<file path="src/rtl/aes_pkg.sv">
// Shared AES definitions: key-schedule constants, controller state encoding and GF(2^8) helpers.
package aes_pkg;

   localparam int         AES_NR    = 10;
   localparam int         AES_NK    = 4;
   localparam logic [7:0] RCON_INIT = 8'h01;
   localparam logic [7:0] RCON_POLY = 8'h1b;

   typedef enum logic [1:0] {
      ST_IDLE,
      ST_EMIT,
      ST_EXPAND
   } state_t;

   function automatic logic [7:0] xtime(input logic [7:0] b);
      return {b[6:0], 1'b0} ^ (b[7] ? RCON_POLY : 8'h00);
   endfunction

   function automatic logic [7:0] gf_mul(input logic [7:0] a, input logic [7:0] b);
      logic [7:0] p;
      logic [7:0] aa;
      p  = 8'h00;
      aa = a;
      for (int i = 0; i < 8; i++) begin
         if (b[i]) p = p ^ aa;
         aa = xtime(aa);
      end
      return p;
   endfunction

   // S-box as multiplicative inverse (x^254, so 0 maps to 0) followed by the affine transform.
   function automatic logic [7:0] sbox(input logic [7:0] b);
      logic [7:0] s;
      logic [7:0] r;
      s = b;
      r = 8'h01;
      for (int i = 0; i < 7; i++) begin
         s = gf_mul(s, s);
         r = gf_mul(r, s);
      end
      return r ^ {r[6:0], r[7]} ^ {r[5:0], r[7:6]} ^ {r[4:0], r[7:5]} ^ {r[3:0], r[7:4]} ^ 8'h63;
   endfunction

endpackage

</file>
<file path="src/rtl/aes_key_sched_ctrl_subword.sv">
// SubWord: four parallel S-box lanes over a 32-bit word.
module aes_key_sched_ctrl_subword
   import aes_pkg::*;
(
   input  logic [31:0] i_word,
   output logic [31:0] o_word
);

   genvar gi;
   generate
      for (gi = 0; gi < 4; gi++) begin : g_lane
         assign o_word[8*gi +: 8] = sbox(i_word[8*gi +: 8]);
      end
   endgenerate

endmodule

</file>
<file path="src/rtl/aes_key_sched_ctrl.sv">
// AES-128 key-expansion controller: one expanded word per cycle, round keys streamed out on valid/ready.
module aes_key_sched_ctrl
   import aes_pkg::*;
#(
   parameter int NR    = AES_NR,
   parameter int KEY_W = 32 * AES_NK
)
(
   input  logic             i_clk,
   input  logic             i_rst,
   input  logic             i_start,
   input  logic [KEY_W-1:0] i_key,
   input  logic             i_abort,
   input  logic             i_ready,
   output logic             o_valid,
   output logic [KEY_W-1:0] o_rkey,
   output logic [3:0]       o_round,
   output logic             o_busy,
   output logic             o_done
);

   state_t           state_reg;
   logic [KEY_W-1:0] win_reg;
   logic [1:0]       j_reg;
   logic [3:0]       round_reg;
   logic [7:0]       rcon_reg;

   logic [31:0]      w0;
   logic [31:0]      w3;
   logic [31:0]      sub_word;
   logic [31:0]      n_word;
   logic [KEY_W-1:0] win_next;

   assign w0       = win_reg[KEY_W-1 -: 32];
   assign w3       = win_reg[31:0];
   assign win_next = {win_reg[KEY_W-33:0], n_word};
   assign o_round  = round_reg;

   aes_key_sched_ctrl_subword u_subword (
      .i_word (({w3[23:0], w3[31:24]})),
      .o_word (sub_word)
   );

   // After the first word of a round, W[3] is exactly the word produced the cycle before.
   always_comb begin
      n_word = w0 ^ w3;
      if (j_reg == 2'd0) begin
         n_word = w0 ^ sub_word ^ {rcon_reg, 24'h0};
      end
   end

   always_ff @(posedge i_clk or posedge i_rst) begin
      if (i_rst) begin
         state_reg <= ST_IDLE;
         win_reg   <= '0;
         j_reg     <= 2'd0;
         round_reg <= 4'd0;
         rcon_reg  <= RCON_INIT;
         o_valid   <= 1'b0;
         o_rkey    <= '0;
         o_busy    <= 1'b0;
         o_done    <= 1'b0;
      end else begin
         o_done <= 1'b0;
         if (state_reg != ST_IDLE && i_abort) begin
            state_reg <= ST_IDLE;
            o_valid   <= 1'b0;
            o_busy    <= 1'b0;
         end else begin
            case (state_reg)
               ST_IDLE: begin
                  if (i_start && !i_abort) begin
                     win_reg   <= i_key;
                     round_reg <= 4'd0;
                     rcon_reg  <= RCON_INIT;
                     o_rkey    <= i_key;
                     o_valid   <= 1'b1;
                     o_busy    <= 1'b1;
                     state_reg <= ST_EMIT;
                  end
               end
               ST_EMIT: begin
                  if (i_ready) begin
                     o_valid <= 1'b0;
                     if (round_reg == 4'(NR)) begin
                        state_reg <= ST_IDLE;
                        o_busy    <= 1'b0;
                        o_done    <= 1'b1;
                     end else begin
                        state_reg <= ST_EXPAND;
                        j_reg     <= 2'd0;
                     end
                  end
               end
               ST_EXPAND: begin
                  win_reg <= win_next;
                  j_reg   <= j_reg + 2'd1;
                  if (j_reg == 2'd3) begin
                     round_reg <= round_reg + 4'd1;
                     rcon_reg  <= xtime(rcon_reg);
                     o_rkey    <= win_next;
                     o_valid   <= 1'b1;
                     state_reg <= ST_EMIT;
                  end
               end
               default: state_reg <= ST_IDLE;
            endcase
         end
      end
   end

endmodule

</file>
<file path="config.mk">
export PLATFORM = sky130hd
export DESIGN_NAME = aes_key_sched_ctrl
export DESIGN_NICKNAME = d
export VERILOG_FILES = /design/src/rtl/aes_pkg.sv /design/src/rtl/aes_key_sched_ctrl_subword.sv /design/src/rtl/aes_key_sched_ctrl.sv
export SDC_FILE = /design/constraint.sdc
export NUM_CORES = 2
export LEC_CHECK = 0
export BUFFER_PORTS_ARGS = -buffer_cell sky130_fd_sc_hd__buf_2
export CELL_PAD_IN_SITES_DETAIL_PLACEMENT = 0
export CELL_PAD_IN_SITES_GLOBAL_PLACEMENT = 1
export CORE_ASPECT_RATIO = 0.5
export CORE_MARGIN = 2
export CORE_UTILIZATION = 45
export DETAILED_ROUTE_END_ITERATION = 12
export PLACE_DENSITY = 0.79
export SLEW_MARGIN = 20
export SYNTH_ARGS = -nofsm -noshare
export SYNTH_HDL_FRONTEND = slang
export SYNTH_HIERARCHICAL = 1
export SYNTH_SLANG_ARGS = --single-unit
</file>
<file path="constraint.sdc">
create_clock -name i_clk -period 18.6 [get_ports i_clk]
set_input_delay 2.79 -clock i_clk [delete_from_list [all_inputs] [get_ports i_clk]]
set_output_delay 2.79 -clock i_clk [all_outputs]
set_load 0.02 [all_outputs]
</file>
Word level (Yosys, flattened, before mapping)

Cells that the tools add are included.
W data, S select, Z words.

Output and inout bits: 135
Register bits: 275

Reduce and logical (&&, ||, !) cells: 16
$add $sub $neg: 2
Mux-type cells: 846
Eq/ne operators: 12
Bitwise gates (word level): 781

Operators with widths:

| cell                 | number |
|---|---|
| $xor A8 B8 Y8        | 744 |
| $mux W8              | 422 |
| $mux W5              | 369 |
| $pmux W128 S2        | 2 |
| $mux W128            | 2 |
| $xor A32 B32 Y32     | 3 |
| $mux W32             | 1 |
| $mux W7              | 4 |
| $not A1 Y1 const A   | 28 |
| $mux W4              | 6 |
| $mux W6              | 4 |
| $mux W2              | 11 |
| $not A4 Y4           | 4 |
| $pmux W8 S2          | 1 |
| $reduce_and A4 Y1    | 4 |
| $mux W1              | 15 |
| $mux W3              | 4 |
| $ne A3 B3 Y1 const B | 4 |
| $ne A2 B2 Y1 const B | 4 |
| $pmux W4 S2          | 1 |
| $xor A8 B5 Y8        | 1 |
| $pmux W2 S3          | 1 |
| $reduce_and A3 Y1    | 2 |
| $reduce_bool A2 Y1   | 3 |
| other kinds (14)     | 17 |

Depth between registers and ports, before layout

Depth after elaboration: 137
Mapped depth: 70
Depth with buffers taken out: 61

Modules after synthesis

Netlist, hierarchy kept.

Modules (own cells, without submodules):

| module                     | cells an instance | times used | sequential area each (um^2) | area an instance (um^2) |
|---|---|---|---|---|
| aes_key_sched_ctrl_subword | 7927              | 1          | 0.0                         | 57337.5 |
| aes_key_sched_ctrl         | 1159              | 1          | 6882.9                      | 12076.6 |

Least setup slack after synthesis

OpenSTA, ideal clock, no wires.

Kind: reg-to-reg
From: reg win_reg[0]
To: reg win_reg[14]
Data arrival time: 15.341 ns
Stages on the path, launching flop included: 67
Buffers on the path: 9
Slack: 3.122 ns
Required time: 18.463 ns
Cells stage by stage: dfrtp_1 ha_1 buf_2 nand2_1 xnor2_1 inv_1 buf_2 clkbuf_1 clkbuf_1 ha_1 clkbuf_1 inv_1 nor2_1 xnor2_1 xnor2_1 clkinv_1 clkbuf_1 ha_1 (+31 left out) xnor2_1 xnor2_1 xnor2_1 xnor2_1 xnor2_4 xnor3_1 nor2_1 xnor3_1 xnor2_1 xnor3_1 xor2_1 xnor2_2 xor2_2 xnor2_1 mux2i_1 xnor2_1 mux2i_1 a21oi_1

Longest elaborated chain between the ends: 132
Elaborated cells on any way between the ends: 387
Classes of those cells: 198 x mux; 189 x bitwise

RTL lines:

| item                                     | line                         | source |
|---|---|---|
| start, declared                          | aes_key_sched_ctrl.sv:23     | `logic [KEY_W-1:0] win_reg;` |
| start signal, assigned                   | aes_key_sched_ctrl.sv:73     | `win_reg <= i_key;` |
| start signal, assigned                   | aes_key_sched_ctrl.sv:96     | `win_reg <= win_next;` |
| $mux W8                                  | aes_pkg.sv:25                | `if (b[i]) p = p ^ aa;` |
| $xor A8 B8 Y8                            | aes_pkg.sv:25                |  |
| $mux W8                                  | aes_pkg.sv:25                |  |
| $xor A8 B8 Y8                            | aes_pkg.sv:25                |  |
| $mux W8                                  | aes_pkg.sv:25                |  |
| $xor A8 B8 Y8                            | aes_pkg.sv:25                |  |
| $mux W8                                  | aes_pkg.sv:25                |  |
| $xor A8 B8 Y8                            | aes_pkg.sv:25                |  |
| (+115 left out)                          | -                            |  |
| $xor A8 B8 Y8 or $mux W8 (tied branches) | aes_pkg.sv:41, aes_pkg.sv:25 |  |
| $xor A8 B8 Y8 (2 in series)              | aes_pkg.sv:41                | `return r ^ {r[6:0], r[7]} ^ {r[5:0], r[7:6]} ^ {r[4:0], r[7:5]} ^ {r[3:0], r[7:4]} ^ 8'h63;` |
| $xor A8 B8 Y8 (*)                        | aes_pkg.sv:41                |  |
| $not A4 Y4 (no source line) (*)          | -                            |  |
| net sub_word[14]                         | aes_key_sched_ctrl.sv:30     | `logic [31:0] sub_word;` |
| $xor A32 B32 Y32 (*) (2 in series)       | aes_key_sched_ctrl.sv:48     | `n_word = w0 ^ sub_word ^ {rcon_reg, 24'h0};` |
| $mux W32 (*)                             | aes_key_sched_ctrl.sv:47     | `if (j_reg == 2'd0) begin` |
| $pmux W128 S2 (*)                        | aes_key_sched_ctrl.sv:70     | `case (state_reg)` |

The timed path passes the listed nets; every way through them passes the cells marked *.
A chain may end at the register's enable or synchronous reset.

Worst setup path in the final report

From: reg win_reg[15]
To: reg win_reg[22]

Longest elaborated chain between the ends: 133
Elaborated cells on any way between the ends: 390
Classes of those cells: 201 x mux; 189 x bitwise

RTL lines:

| item                               | line                     | source |
|---|---|---|
| $mux W5                            | aes_pkg.sv:16            | `return {b[6:0], 1'b0} ^ (b[7] ? RCON_POLY : 8'h00);` |
| $xor A8 B8 Y8                      | aes_pkg.sv:16            |  |
| $xor A8 B8 Y8                      | aes_pkg.sv:25            |  |
| $mux W8                            | aes_pkg.sv:25            |  |
| $xor A8 B8 Y8                      | aes_pkg.sv:25            |  |
| $mux W8                            | aes_pkg.sv:25            |  |
| $xor A8 B8 Y8                      | aes_pkg.sv:25            |  |
| $mux W8                            | aes_pkg.sv:25            |  |
| (+115 left out)                    | -                        |  |
| $mux W8 (*)                        | aes_pkg.sv:25            |  |
| $xor A8 B8 Y8 (3 in series)        | aes_pkg.sv:41            |  |
| $xor A8 B8 Y8 (*)                  | aes_pkg.sv:41            |  |
| $not A4 Y4 (no source line) (*)    | -                        |  |
| net sub_word[22]                   | aes_key_sched_ctrl.sv:30 |  |
| $xor A32 B32 Y32 (*) (2 in series) | aes_key_sched_ctrl.sv:48 |  |
| $mux W32 (*)                       | aes_key_sched_ctrl.sv:47 |  |
| $pmux W128 S2 (*)                  | aes_key_sched_ctrl.sv:70 |  |

Marks and branches as above.

==> run metrics <==
status complete, no violations; Rel. slew slack 0.2459; Post-Route WL 219,300 um; EDFF count, synth 0; first-pass GRT wire length 348,200 um; WP data required around 19 ns; Worst EP arrival between 15 and 20 ns; max-cap violation count 0; slowest cell on the critical path xnor3_1; CTS tree built; post-DR vias/cell 5.815; Worst setup SP type flop; clk slew on worst S/H paths 0.07 ns; Synth Net Count 9,256; period utilisation layout 0.9399; Worst-Margin Slew 1.123 ns; post-synth cell types 126; sequential share of the synthesized area 0.09916; # hold bufs at CTS 0; routability cong. 0.9182; Clock Skews approximately 0.015 ns; minimum clock period after layout around 17 ns; IO Pins 268; dpl hpwl 160,100 um; Hold Slack 0.5185 ns; Hold WC Path Type reg2reg; Initial Utilization 0.4555; slowest stage delay, CP 0.77 ns; Final setup viols 0; Tot GR Track Use 0.2674; Mapped Avg Cell Area between 7 and 8 um^2; DRT iter0 DRCs 6,169; die area about 0.16 mm^2; number of global-route vias before repair 59,826; Ys Warns 6; via count about 65,000; CTS max path bufs 3; Final #Nets 9,277; most frequent CP cell xnor2_1; most frequent cells in the layout xnor2_1, nor2_1, nand2_1; CTS H-tree depth 1; height of the die 281.7 um; FMAX 0.05720 GHz; FFs w/ async S/R, synth 1.000; critical path type reg2reg; setup TNS 0 ns; port bufs ~270; Layout Area Growth over Synthesis 7.872%; Cell Rows between 100 and 150; clock root buffer master clkbuf_16; WL per Instance 19.59 um; residual DRC count 0; total CTS buffers 31; most common cell after layout, fill and taps aside xnor2_1; fin. max-slew vios 0; Post-Place Cells 11,133; iteration count of the initial detailed-routing pass 6; top_reg_cell synth dfrtp_1; Syn Inst Count slightly above 9,000; FILL cells between 15,000 and 20,000; gr ovfl total 0; Top delay family on crit path XOR/XNOR gates; Final Hold Fails 0; Register Area 0.006883 mm^2; Core Area 0.1524 mm^2; die extent in x 559.4 um; Seq cells post-synth 275; Worst Path Max Fanout 29; CP Capture Type flop; largest net degree at the start of global routing 221; CP bufs+invs 1; final std cells w/o fill 11,194; Clk Latency, worst-skew pair 0.63 ns; initial antenna violation count 4; layout cell share with drive strength beyond 1 0.1229; Detail Route Antenna Nets 0; RSZ-0062 raised after global routing no; Multi-input gate area 0.05993 mm^2; synthesized area 0.06941 mm^2; clock sink total between 200 and 300
-- metrics by stage --
stage / area [um^2] / util / setup WS (ns)
2_1_floorplan: 69410 / - / 3.122
3_3_place_gp: 73670 / 0.4834 / 1.093
3_5_place_dp: 73680 / 0.4834 / 0.8239
4_1_cts: 74750 / 0.4905 / 0.7259
5_1_grt: 74870 / 0.4913 / 0.009461
6_report: 74880 / 0.4913 / 1.117
-- what timing repair did --
| item | 4_1_cts | 5_1_grt |
|---|---|---|
| setup buffers | 0 | 0 |
| gates resized for setup | 0 | 13 |
| endpoints found under the setup margin | 0 | 28 |
-- per-layer routing --
metal | global-route usage | wire (um) | part of all wire
met3 | 0.01711 | 12490 | 0.057
met5 | 0 | 15 | 0.000068
met1 | 0.3923 | 103600 | 0.47
met4 | 0.05808 | 4808 | 0.022
met2 | 0.4300 | 98470 | 0.45
-- worst paths after layout --
check / end / slack [ns] / start / depth (start not counted)
setup / recovery: win_reg[22] / 1.12 / win_reg[15] / 52
min in group asynchronous: o_rkey[78] / 2.21 / i_rst / 2
hold reg to reg: o_rkey[70] / 0.52 / o_rkey[70] / 2
max in group asynchronous: win_reg[6] / 14.18 / i_rst / 4
setup reg to reg: win_reg[22] / 1.12 / win_reg[15] / 52
hold / removal: o_rkey[70] / 0.52 / o_rkey[70] / 2
-- cells in the mapped netlist (all sizes together) (92+ instances only) --
cell	instances	area share
xor2	456	0.064
a21oi	652	0.047
dfrtp	274	0.099
o22ai	127	0.012
nor2	1420	0.077
o21ai	382	0.028
nand3	258	0.019
nor3	244	0.018
inv	97	0.0052
a211oi	92	0.011
buf	269	0.021
clkbuf	356	0.019
nand2	813	0.044
xnor2	1689	0.23
xnor3	295	0.096
mux2i	343	0.050
-- layout make-up --
type | instances | area share
Multi-Input combinational cell | 8079 | 0.8004
Sequential cell | 275 | 0.09192
Timing Repair Buffer | 613 | 0.05330
Tap cell | 2060 | 0.03442
Clock buffer | 37 | 0.01120
Inverter | 107 | 0.005464
Clock inverter | 19 | 0.003192
Antenna cell | 4 | 0.0001337
-- kinds of logic after synthesis --
kind of cell             Yosys count  synth area share
AND/OR/NAND/NOR                 3198            0.2024
buffers and inverters            732           0.04604
AO/OA/AOI/OAI                   1952            0.1803
XOR/XNOR                        2485            0.4054
flip-flops                       275           0.09916
multiplexers                     400           0.05916
adder cells (fa/ha/maj)           44          0.007679
-- worst reg2reg max path, delay by kind of cell, from the launching register on --
family | cells | cell delay, ns
multiplexers | 4 | 1.32
flip-flops | 1 | 0.44
AO/OA/AOI/OAI | 3 | 0.75
buffers and inverters | 1 | 0.36
AND/OR/NAND/NOR | 8 | 1.32
XOR/XNOR | 34 | 12.09
adder cells (fa/ha/maj) | 2 | 1.03
Power is not shown: default switching activity piles up to over one toggle a cycle in this logic, so the estimate is an artifact.
